### config.mk
export PLATFORM = sky130hd
export DESIGN_NAME = id_ex_stage
export DESIGN_NICKNAME = d
export VERILOG_FILES = /design/src/rtl/id_ex_stage.sv
export SDC_FILE = /design/constraint.sdc
export NUM_CORES = 1
export LEC_CHECK = 0
export BUFFER_PORTS_ARGS = -buffer_cell sky130_fd_sc_hd__buf_2
export CORE_MARGIN = 3
export CORE_UTILIZATION = 39
export CTS_CLUSTER_DIAMETER = 100
export DETAILED_ROUTE_END_ITERATION = 12
export PLACE_DENSITY = 0.75
export SETUP_SLACK_MARGIN = 0.3
export SLEW_MARGIN = 15
export SYNTH_ARGS = -nofsm -noshare
export SYNTH_HDL_FRONTEND = slang
export SYNTH_SLANG_ARGS = --single-unit
### constraint.sdc
create_clock -name clk -period 1.5 [get_ports clk]
set_input_delay 0.075 -clock clk [delete_from_list [all_inputs] [get_ports clk]]
set_output_delay 0.075 -clock clk [all_outputs]
set_load 0.005 [all_outputs]
### src/rtl/id_ex_stage.sv
// ID/EX register for the two-slot VLIW core. It inserts one bubble on an S-slot load-use hazard and honours flush and mem_busy. Optional bubble counter: ID_EX_STALL_CNT_EN.
// Latency is 1 cycle from IF/ID to ID_EX*. stall is combinational, and mem_busy freezes every stage register.
module id_ex_stage #(
  parameter int DATA_W = 16,
  parameter int REG_W  = 3
) (
  input  logic              clk,
  input  logic              rst,
  input  logic [REG_W-1:0]  IF_IDRm,
  input  logic [REG_W-1:0]  IF_IDRn,
  input  logic [REG_W-1:0]  IF_IDRd,
  input  logic [REG_W-1:0]  IF_IDSm,
  input  logic [REG_W-1:0]  IF_IDSn,
  input  logic [REG_W-1:0]  IF_IDSd,
  input  logic [DATA_W-1:0] IF_IDRmVal,
  input  logic [DATA_W-1:0] IF_IDRnVal,
  input  logic [DATA_W-1:0] IF_IDSmVal,
  input  logic [DATA_W-1:0] IF_IDSnVal,
  input  logic [DATA_W-1:0] IF_IDSdVal,
  input  logic              IF_IDRRegWrite,
  input  logic              IF_IDSRegWrite,
  input  logic              IF_IDMR,
  input  logic              IF_IDMW,
  input  logic              flush,
  input  logic              mem_busy,
  output logic [REG_W-1:0]  ID_EXRm,
  output logic [REG_W-1:0]  ID_EXRn,
  output logic [REG_W-1:0]  ID_EXRd,
  output logic [REG_W-1:0]  ID_EXSm,
  output logic [REG_W-1:0]  ID_EXSn,
  output logic [REG_W-1:0]  ID_EXSd,
  output logic [DATA_W-1:0] ID_EXRmVal,
  output logic [DATA_W-1:0] ID_EXRnVal,
  output logic [DATA_W-1:0] ID_EXSmVal,
  output logic [DATA_W-1:0] ID_EXSnVal,
  output logic [DATA_W-1:0] ID_EXSdVal,
  output logic              ID_EXRRegWrite,
  output logic              ID_EXSRegWrite,
  output logic              ID_EXMR,
  output logic              ID_EXMW,
  output logic              ID_EXValid,
  output logic              stall,
  output logic [15:0]       stall_count
);

  typedef enum logic {
    RUN    = 1'b0,
    BUBBLE = 1'b1
  } state_t;

  typedef struct packed {
    logic [REG_W-1:0]  rm;
    logic [REG_W-1:0]  rn;
    logic [REG_W-1:0]  rd;
    logic [REG_W-1:0]  sm;
    logic [REG_W-1:0]  sn;
    logic [REG_W-1:0]  sd;
    logic [DATA_W-1:0] rm_val;
    logic [DATA_W-1:0] rn_val;
    logic [DATA_W-1:0] sm_val;
    logic [DATA_W-1:0] sn_val;
    logic [DATA_W-1:0] sd_val;
    logic              r_reg_write;
    logic              s_reg_write;
    logic              mr;
    logic              mw;
    logic              valid;
  } ex_t;

  state_t state_q, state_d;
  ex_t    ex_q, ex_d;
  ex_t    if_id;
  logic   lu;

  always_comb begin
    if_id             = '0;
    if_id.rm          = IF_IDRm;
    if_id.rn          = IF_IDRn;
    if_id.rd          = IF_IDRd;
    if_id.sm          = IF_IDSm;
    if_id.sn          = IF_IDSn;
    if_id.sd          = IF_IDSd;
    if_id.rm_val      = IF_IDRmVal;
    if_id.rn_val      = IF_IDRnVal;
    if_id.sm_val      = IF_IDSmVal;
    if_id.sn_val      = IF_IDSnVal;
    if_id.sd_val      = IF_IDSdVal;
    if_id.r_reg_write = IF_IDRRegWrite;
    if_id.s_reg_write = IF_IDSRegWrite;
    if_id.mr          = IF_IDMR;
    if_id.mw          = IF_IDMW;
    if_id.valid       = 1'b1;
  end

  // The store-data read (IF_IDSd) is left out on purpose: the load-store forward path covers it.
  always_comb begin
    lu = ex_q.mr && (ex_q.sd != '0) &&
         ((ex_q.sd == IF_IDRm) || (ex_q.sd == IF_IDRn) ||
          (ex_q.sd == IF_IDSm) || (ex_q.sd == IF_IDSn));
  end

`ifdef ID_EX_STALL_CNT_EN
  logic [15:0] stall_cnt_q, stall_cnt_d;
`endif

  always_comb begin
    ex_d    = ex_q;
    state_d = state_q;
    stall   = 1'b0;
`ifdef ID_EX_STALL_CNT_EN
    stall_cnt_d = stall_cnt_q;
`endif
    if (mem_busy) begin
      stall = 1'b1;
    end else if (flush) begin
      ex_d    = '0;
      state_d = RUN;
    end else if (lu && (state_q == RUN)) begin
      ex_d    = '0;
      stall   = 1'b1;
      state_d = BUBBLE;
`ifdef ID_EX_STALL_CNT_EN
      if (stall_cnt_q != 16'hFFFF) begin
        stall_cnt_d = stall_cnt_q + 16'd1;
      end
`endif
    end else begin
      ex_d    = if_id;
      state_d = RUN;
    end
  end

  always_ff @(posedge clk) begin
    if (rst) begin
      state_q <= RUN;
      ex_q    <= '0;
    end else begin
      state_q <= state_d;
      ex_q    <= ex_d;
    end
  end

`ifdef ID_EX_STALL_CNT_EN
  always_ff @(posedge clk) begin
    if (rst) begin
      stall_cnt_q <= '0;
    end else begin
      stall_cnt_q <= stall_cnt_d;
    end
  end
  assign stall_count = stall_cnt_q;
`else
  assign stall_count = 16'd0;
`endif

  // The bubble carries MR=0, so a hazard seen while in BUBBLE means the stage logic is broken.
  assert property (@(posedge clk) disable iff (rst) !((state_q == BUBBLE) && lu));

  assign ID_EXRm        = ex_q.rm;
  assign ID_EXRn        = ex_q.rn;
  assign ID_EXRd        = ex_q.rd;
  assign ID_EXSm        = ex_q.sm;
  assign ID_EXSn        = ex_q.sn;
  assign ID_EXSd        = ex_q.sd;
  assign ID_EXRmVal     = ex_q.rm_val;
  assign ID_EXRnVal     = ex_q.rn_val;
  assign ID_EXSmVal     = ex_q.sm_val;
  assign ID_EXSnVal     = ex_q.sn_val;
  assign ID_EXSdVal     = ex_q.sd_val;
  assign ID_EXRRegWrite = ex_q.r_reg_write;
  assign ID_EXSRegWrite = ex_q.s_reg_write;
  assign ID_EXMR        = ex_q.mr;
  assign ID_EXMW        = ex_q.mw;
  assign ID_EXValid     = ex_q.valid;

endmodule

After elaboration in Yosys (flattened, before gate mapping)
Index checks and enable logic that the tools add are counted.
Widths: inputs -> output; s select.
- equality and inequality tests: 4
- muxes and demuxes: 5
- bitwise gates (word level): 1
- reductions and logical operators: 7
- operators by type and width (operator ; number):
    $mux 103 ; 2
    $eq 3x3->1 ; 4
    $logic_and 1x1->1 ; 3
    $logic_or 1x1->1 ; 3
    $mux 1 ; 3
    $reduce_bool 3->1 ; 1
    $not 1->1 ; 1
- bits in registers: 104
- output and inout port bits: 120
- word-level logic and storage cells: 34

Logic depth before layout (Yosys ltp)
Gate-level depths: netlist (run 1).
- word-level depth: 9
- mapped depth: 8

Worst setup path before layout (run 1)
No wires, ideal clock.
- path type: reg2reg
- start: register ex_q (netlist bit ID_EXSd[1])
- end: register ex_q (netlist bit ID_EXSmVal[0])
- setup time: 0.117 ns
- arrival: 1.437 ns
- slack: -0.054 ns
- stages on the path, launching flop included: 9
- cells stage by stage: dfxtp_1 -> buf_6 -> xor2_1 -> nor3_1 -> a31oi_1 -> a21oi_2 -> buf_6 -> buf_8 -> o21ai_1
- cells in the longest elaborated chain, start to end: 8
- ends and longest elaborated chain (what ; RTL line ; RTL):
    start, declared ; 71 ; ex_t ex_q, ex_d;
    start signal, assigned ; 136 ; ex_q <= '0;
    start signal, assigned ; 139 ; ex_q <= ex_d;
    $eq 3x3->1 ; 98 ; ((ex_q.sd == IF_IDRm) || (ex_q.sd == IF_IDRn) ||
    $logic_or 1x1->1 (2 in a row) ; 98 ;
    $logic_or 1x1->1 ; 99 ; (ex_q.sd == IF_IDSm) || (ex_q.sd == IF_IDSn));
    $logic_and 1x1->1 (*) ; 97 ; lu = ex_q.mr && (ex_q.sd != '0) &&
    $logic_and 1x1->1 (*) ; 118 ; end else if (lu && (state_q == RUN)) begin
    $mux 103 (*) ; 118 ;
    $mux 103 (*) ; 115 ; end else if (flush) begin
Every way passes the cells marked *; elsewhere a longest branch is shown, timed or not.
A chain may end at the register's enable or synchronous reset.

Worst setup path after layout (run 1)
- start: register ex_q (netlist bit ID_EXSd[2])
- end: register ex_q (netlist bit ID_EXRnVal[6])
The elaborated chain is that of the path after synthesis.

==> out/metrics.cfg, run 1 <==
[routing]
drt_iter0_markers = 270
wl_mm = 15.0
wl_per_cell_um = 15.9
drc = 0
routed_via_density = 4.91
dr.pass1.iters = 5
vias = 4634
drtAntennaViolNets = 0

[pwr]
p_leak_uw = 0.00324
p_comb_frac = 0.153
pwr-share-clk = 0.322
p_per_area_nw_per_um2 = 803
seqPwrFrac = 0.525
swShare = 0.250
switchingPower_uw = 1400
ir_drop_uv = 521
intPower_uw = 4190

[clocking]
clkSinkCount = 104
cts-root-buf = clkbuf_8
path_clk_slew_ns = 0.11
h-tree-depth = 3
cts_buffers = 9
cts.path.max_buffers = 2
worst_skew_pair.late_latency_ns = 0.36
cts_tree = built

[final_layout]
multi_input_area_um2 = 1760
num-nets-final = 915
final_area_um2 = 6960
n_fill_cell = 639
layout.cells.non_filler = 943
drive_above_1_share = 0.387
diodes = 0
final-seq-area_um2 = 2090
syn_to_final_growth_pct = 77.6
fin_util = 0.732

[global_routing]
grt_usage = 0.250
antenna_found_initial = 0
grt_max_degree = 60
overflow = 0
grt_pass1_wl_mm = 22.5
grt_pass1_vias = 4605

[synthesis]
yosys_warnings = 0
yosysTopAreaCell = dfxtp_1
yosysTopAreaCellShare = 0.531
avgSynthCellArea_um2 = 8.00
netlist_area_um2 = 3920
synthCells = 490
ys_seq_area_frac = 0.531
yosys-top-cells-area = dfxtp_1 (53%), nand2_1 (20%), o21ai_0 (11%)
ys_ff_latch = 104
synthDistinctLibCells = 24

[critical_path]
crit_end = ID_EXRnVal[6]
end_kind = flop
startpoint_type = flop
arrival_ns = 2.14
critical_path_class = flop to flop
reg2reg_to = ID_EXRnVal[6]
critical_path.startpoint = ID_EXSd[2]
crit_fanout = 6
crit_required_ns = 1.80
reg2reg_depth = 9
rr_startpoint = ID_EXSd[2]
rrSetupSlack_ns = -0.35

[timing]
rsz0062_at_grt = true
holdWs_ns = 0.122
final.setup.worst_slack_ns = -0.345
skew_ns = 0.0133
fin_crit_ns = 1.85
max_clock_freq_mhz = 542
period_share = 1.23
setup_viol = 105
maxSlewViolCount = 0
final_hold_viol_count = 0

[floorplan]
io_pins = 226
row_count = 35
die_w_um = 106
dieArea_um2 = 11300
core_um2 = 9500
die_y_um = 106
initial_core_util = 0.412

[status]
outcome = complete, but fails checks
violations = setup timing

[worst_hold_path]
hold_path.class = primary input to flop

[placed_design]
dp_cells = 802
place_congestion = 0.742
place_hpwl_mm = 7.76
io_buffers = 209
dpl_cell_area_um2 = 5030

[flow_run]
cap_violations = 0

-- critical path, stage by stage (launching register included) --
cell       delay (ns)
dfxtp_4          0.40
xor2_1           0.16
nor3_1           0.07
a31oi_1          0.26
a21oi_4          0.11
buf_12           0.14
buf_4            0.14
buf_12           0.14
bufbuf_16        0.27
o21ai_2          0.10
-- logic make-up after synthesis --
group / synth area share
AOI/OAI and AO/OA: 0.147
and+or+nand+nor: 0.202
buffers and inverters: 0.0920
other: 0.000957
xor gates and xnor gates: 0.0268
DFF: 0.531
-- power by group through the flow --
stage | logic (uW) | clock network [uW] | registers (uW)
finish | 853 | 1800 | 2930
floorplan | 242 | 0 | 3000
global route | 917 | 1960 | 2950
CTS | 795 | 1860 | 2930
detailed placement | 537 | 0 | 3000
global placement | 527 | 0 | 2990
-- how the worst min path moves through the flow --
stage | from | to | cells past startpoint
after floorplan | rst | ID_EXValid | 1
after global placement | flush | ID_EXValid | 2
after detailed placement | IF_IDRnVal[15] | ID_EXRnVal[15] | 3
after CTS | rst | ID_EXSdVal[15] | 4
after global routing | rst | ID_EXSmVal[15] | 4
final | rst | ID_EXRRegWrite | 4
-- sequential cells by signal, summed over array words and instances, names as in the netlist, 3 cells and up --
name	flops
ID_EXRm	3
ID_EXRd	3
ID_EXRmVal	16
ID_EXSmVal	16
ID_EXSm	3
ID_EXRnVal	16
ID_EXSd	3
ID_EXSnVal	16
ID_EXRn	3
ID_EXSdVal	16
ID_EXSn	3
-- Yosys cell counts --
cell	number
o41ai_1	1
o311ai_0	1
inv_1	2
buf_4	17
o21ai_1	9
clkbuf_1	18
xor2_1	6
nor2b_1	1
dfxtp_1	104
buf_1	1
nand2_1	205
a21o_1	1
a31oi_1	2
buf_6	3
a21oi_2	1
buf_8	5
conb_1	1
buf_2	4
a22o_1	1
o21ai_2	3
xnor2_1	6
clkbuf_2	5
nor3_1	3
o21ai_0	90
-- what timing repair did --
item / CTS / global route
hold endpoints to repair: 103 / 0
pin swaps: 9 / 5
hold buffers: 105 / 0
setup buffers: 6 / 2
resized for setup: 85 / 27
cloned: 10 / 2
setup endpoints to repair: 105 / 105
-- cells in the final DEF, fill, tap and decap left out, drive strengths merged --
cell | netlist | routed
a21o | 1 | 1
a21oi | 1 | 1
a22o | 1 | 1
a31oi | 2 | 2
buf | 30 | 236
bufbuf | 0 | 3
bufinv | 0 | 1
clkbuf | 23 | 13
clkinvlp | 0 | 2
conb | 1 | 16
dfxtp | 104 | 104
dlygate4sd3 | 0 | 105
inv | 2 | 4
nand2 | 205 | 205
nor2b | 1 | 1
nor3 | 3 | 3
o21ai | 102 | 102
o311ai | 1 | 1
o41ai | 1 | 1
xnor2 | 6 | 6
xor2 | 6 | 6
-- layout make-up --
| class | count | area share |
|---|---|---|
| Timing Repair Buffer | 346 | 0.392 |
| Multi-Input combinational cell | 346 | 0.253 |
| Clock buffer | 11 | 0.0203 |
| Inverter | 2 | 0.00108 |
| Clock inverter | 5 | 0.00899 |
| Sequential cell | 104 | 0.301 |
| Tap cell | 129 | 0.0232 |
-- routing by layer --
layer	track usage	share of wire	vias up
met5	0	0	-
met4	0.130	0.043	0
met3	0.0613	0.087	61
met2	0.445	0.50	277
met1	0.273	0.37	2116
li1	-	-	2180
-- per-stage QoR --
step / setup WS, ns / power (uW) / TNS, ns
after CTS: -0.336 / 5590 / -20.48
after floorplan: -0.0221 / 3240 / -0.705
after global placement: -0.0962 / 3520 / -1.49
after detailed placement: -0.231 / 3540 / -9.66
after global routing: -0.450 / 5830 / -30.58
final: -0.345 / 5590 / -21.63
No activity file was read; power rests on OpenSTA's default activity.
==> run 2, diff against run 1 <==
--- a/config.mk
+++ b/config.mk
@@ -11,6 +11,7 @@
 export CTS_CLUSTER_DIAMETER = 100
 export DETAILED_ROUTE_END_ITERATION = 12
 export PLACE_DENSITY = 0.75
+export REMOVE_ABC_BUFFERS = 1
 export SETUP_SLACK_MARGIN = 0.3
 export SLEW_MARGIN = 15
 export SYNTH_ARGS = -nofsm -noshare
==> run 2 against run 1 <==
  * The flow still finishes with violations (setup timing)
  * Cell count fell by 1.2%
  * Clock-buffer cell count fell by 1
  * Clock skew barely moved
  * Clock power fell by 6%
  * Routed wire length fell by 7.4%
  * Critical path type is now flop to primary output
==> out/metrics.cfg, run 2 (same netlist as run 1, synthesis figures left out) <==
[status]
outcome = complete, but fails checks
violations = setup timing

[global_routing]
grt_max_degree = 54  ; -10%
overflow = 0  ; unchanged
grt_pass1_vias = 4558  ; -1.0%
grt_usage = 0.236  ; -0.0143
grt_pass1_wl_mm = 21.4  ; -4.9%
antenna_found_initial = 1  ; +1

[critical_path]
cp_num_buf_inv = 2  ; -2
crit_fanout = 6  ; unchanged
crit_required_ns = 1.42  ; -0.38 ns
cp_slowest_cell = dfxtp_4
startpoint_type = flop
critical_path_class = flop to primary output
end_kind = primary output
critical-path-top-delay-family = compound AO/OA/AOI/OAI gates
arrival_ns = 1.78  ; -0.36 ns
critPathMaxStageDelay_ns = 0.41  ; about the same
rrSetupSlack_ns = -0.35  ; about the same
crit_path_cell_trace = xor2_1 > nor3_1 > a31oi_1 > a21oi_4 > buf_12 > a21o_1 > buf_2

[clocking]
cts_buffers = 9  ; unchanged
cts.path.max_buffers = 2  ; unchanged
worst_skew_pair.late_latency_ns = 0.36  ; about the same
clkSinkCount = 104  ; unchanged
cts-root-buf = clkbuf_8
h-tree-depth = 3  ; unchanged
cts_tree = built
path_clk_slew_ns = 0.10  ; about the same

[final_layout]
layout.cells.non_filler = 932  ; -1.2%
final_cell_mix = buf_2 (209), nand2_1 (205), dlygate4sd3_1 (105)
final_common_cell = buf_2
num-nets-final = 905  ; -1.1%
fin_util = 0.698  ; -0.0342
syn_to_final_growth_pct = 69.3
diodes = 0  ; unchanged
drive_above_1_share = 0.354  ; -0.0333

[timing]
maxSlewViolCount = 0  ; unchanged
holdWs_ns = 0.256  ; +0.134 ns
fin_crit_ns = 1.85  ; +0.00529 ns
setup_viol = 105  ; unchanged
rsz0062_at_grt = true
final.setup.worst_slack_ns = -0.351  ; -0.00529 ns
skew_ns = 0.0130  ; -0.000247 ns
tns_ns = -21.51  ; +0.121 ns
max_clock_freq_mhz = 540  ; -0.29%
period_share = 1.23  ; +0.00353
final_hold_viol_count = 0  ; unchanged

[pwr]
p_per_area_nw_per_um2 = 821  ; +2.1%
p_leak_uw = 0.00308  ; -4.8%
ir_drop_uv = 570  ; +9.4%

[floorplan]
io_pins = 226  ; unchanged
core_um2 = 9500  ; unchanged
die_w_um = 106  ; unchanged
dieArea_um2 = 11300  ; unchanged
die_y_um = 106  ; unchanged
row_count = 35  ; unchanged
initial_core_util = 0.412  ; unchanged

[routing]
drc = 0  ; unchanged
wl_per_cell_um = 14.9  ; -6.3%
wl_mm = 13.9  ; -7.4%
drtAntennaViolNets = 0  ; unchanged
vias = 4443  ; -4.1%
drt_iter0_markers = 200  ; -26%
routed_via_density = 4.77  ; -3.0%
dr.pass1.iters = 5  ; unchanged

[worst_hold_path]
hold_path.class = primary input to flop

[placed_design]
io_buffers = 209  ; unchanged
place_congestion = 0.820  ; +11%
place_hpwl_mm = 7.63  ; -1.7%
dp_cells = 800  ; -0.25%

[flow_run]
cap_violations = 0  ; unchanged

==> run 2: through the flow <==
step / setup WS [ns] / total power, uW / cell area (um^2)
finish: -0.351 / 5440 / 6630
global route: -0.440 / 5660 / 6630
CTS: -0.385 / 5440 / 6480
detailed placement: -0.199 / 3520 / 5000
global placement: -0.140 / 3500 / 5000
floorplan: -4.34 / 3190 / 3620
==> run 2: area by class of cell <==
cell class,count,area [um^2]
fill,685,2870
timing repair buffer,336,2500
sequential,104,2090
multi-input combinational,346,1690
tap,129,161
clock buffer,10,128
clock inverter,5,58.8
inverter,2,7.51
==> run 2: power by group <==
part,total (uW),internal (uW),switching (uW),leakage [uW]
registers,2930,2870,64.9,0.000851
logic,808,466,342,0.00214
clock network,1700,764,937,0.0000883
total,5440,4100,1340,0.00308
==> run 2: routing by layer <==
metal,vias to the layer above,part of all wire,GRT usage
met5,-,0.0014,0
met4,2,0.033,0.120
met3,45,0.085,0.0735
met2,212,0.51,0.413
met1,2030,0.37,0.254
li1,2154,-,-
==> run 2: worst paths after layout <==
path,start,end,cells past startpoint
setup / recovery,ID_EXSd[2],stall,7
hold / removal,flush,ID_EXRnVal[7],5
setup reg to reg,ID_EXSd[2],ID_EXSmVal[4],10
hold reg to reg,ID_EXSdVal[5],ID_EXSdVal[5],2
==> run 2: timing repair <==
item                                    4_1_cts  5_1_grt
gates resized for setup                      84       39
gates cloned                                  4        1
pin swaps                                     6       16
buffers inserted                              5        2
hold buffers                                104        1
endpoints found under the setup margin      105      105
endpoints found under the hold margin       103        1
==> run 2: tightest hold or removal path, stage by stage <==
cell and delay, ns:
buf_2 0.11, nor3_2 0.08, buf_12 0.18, nand2_1 0.09
o21ai_1 0.05
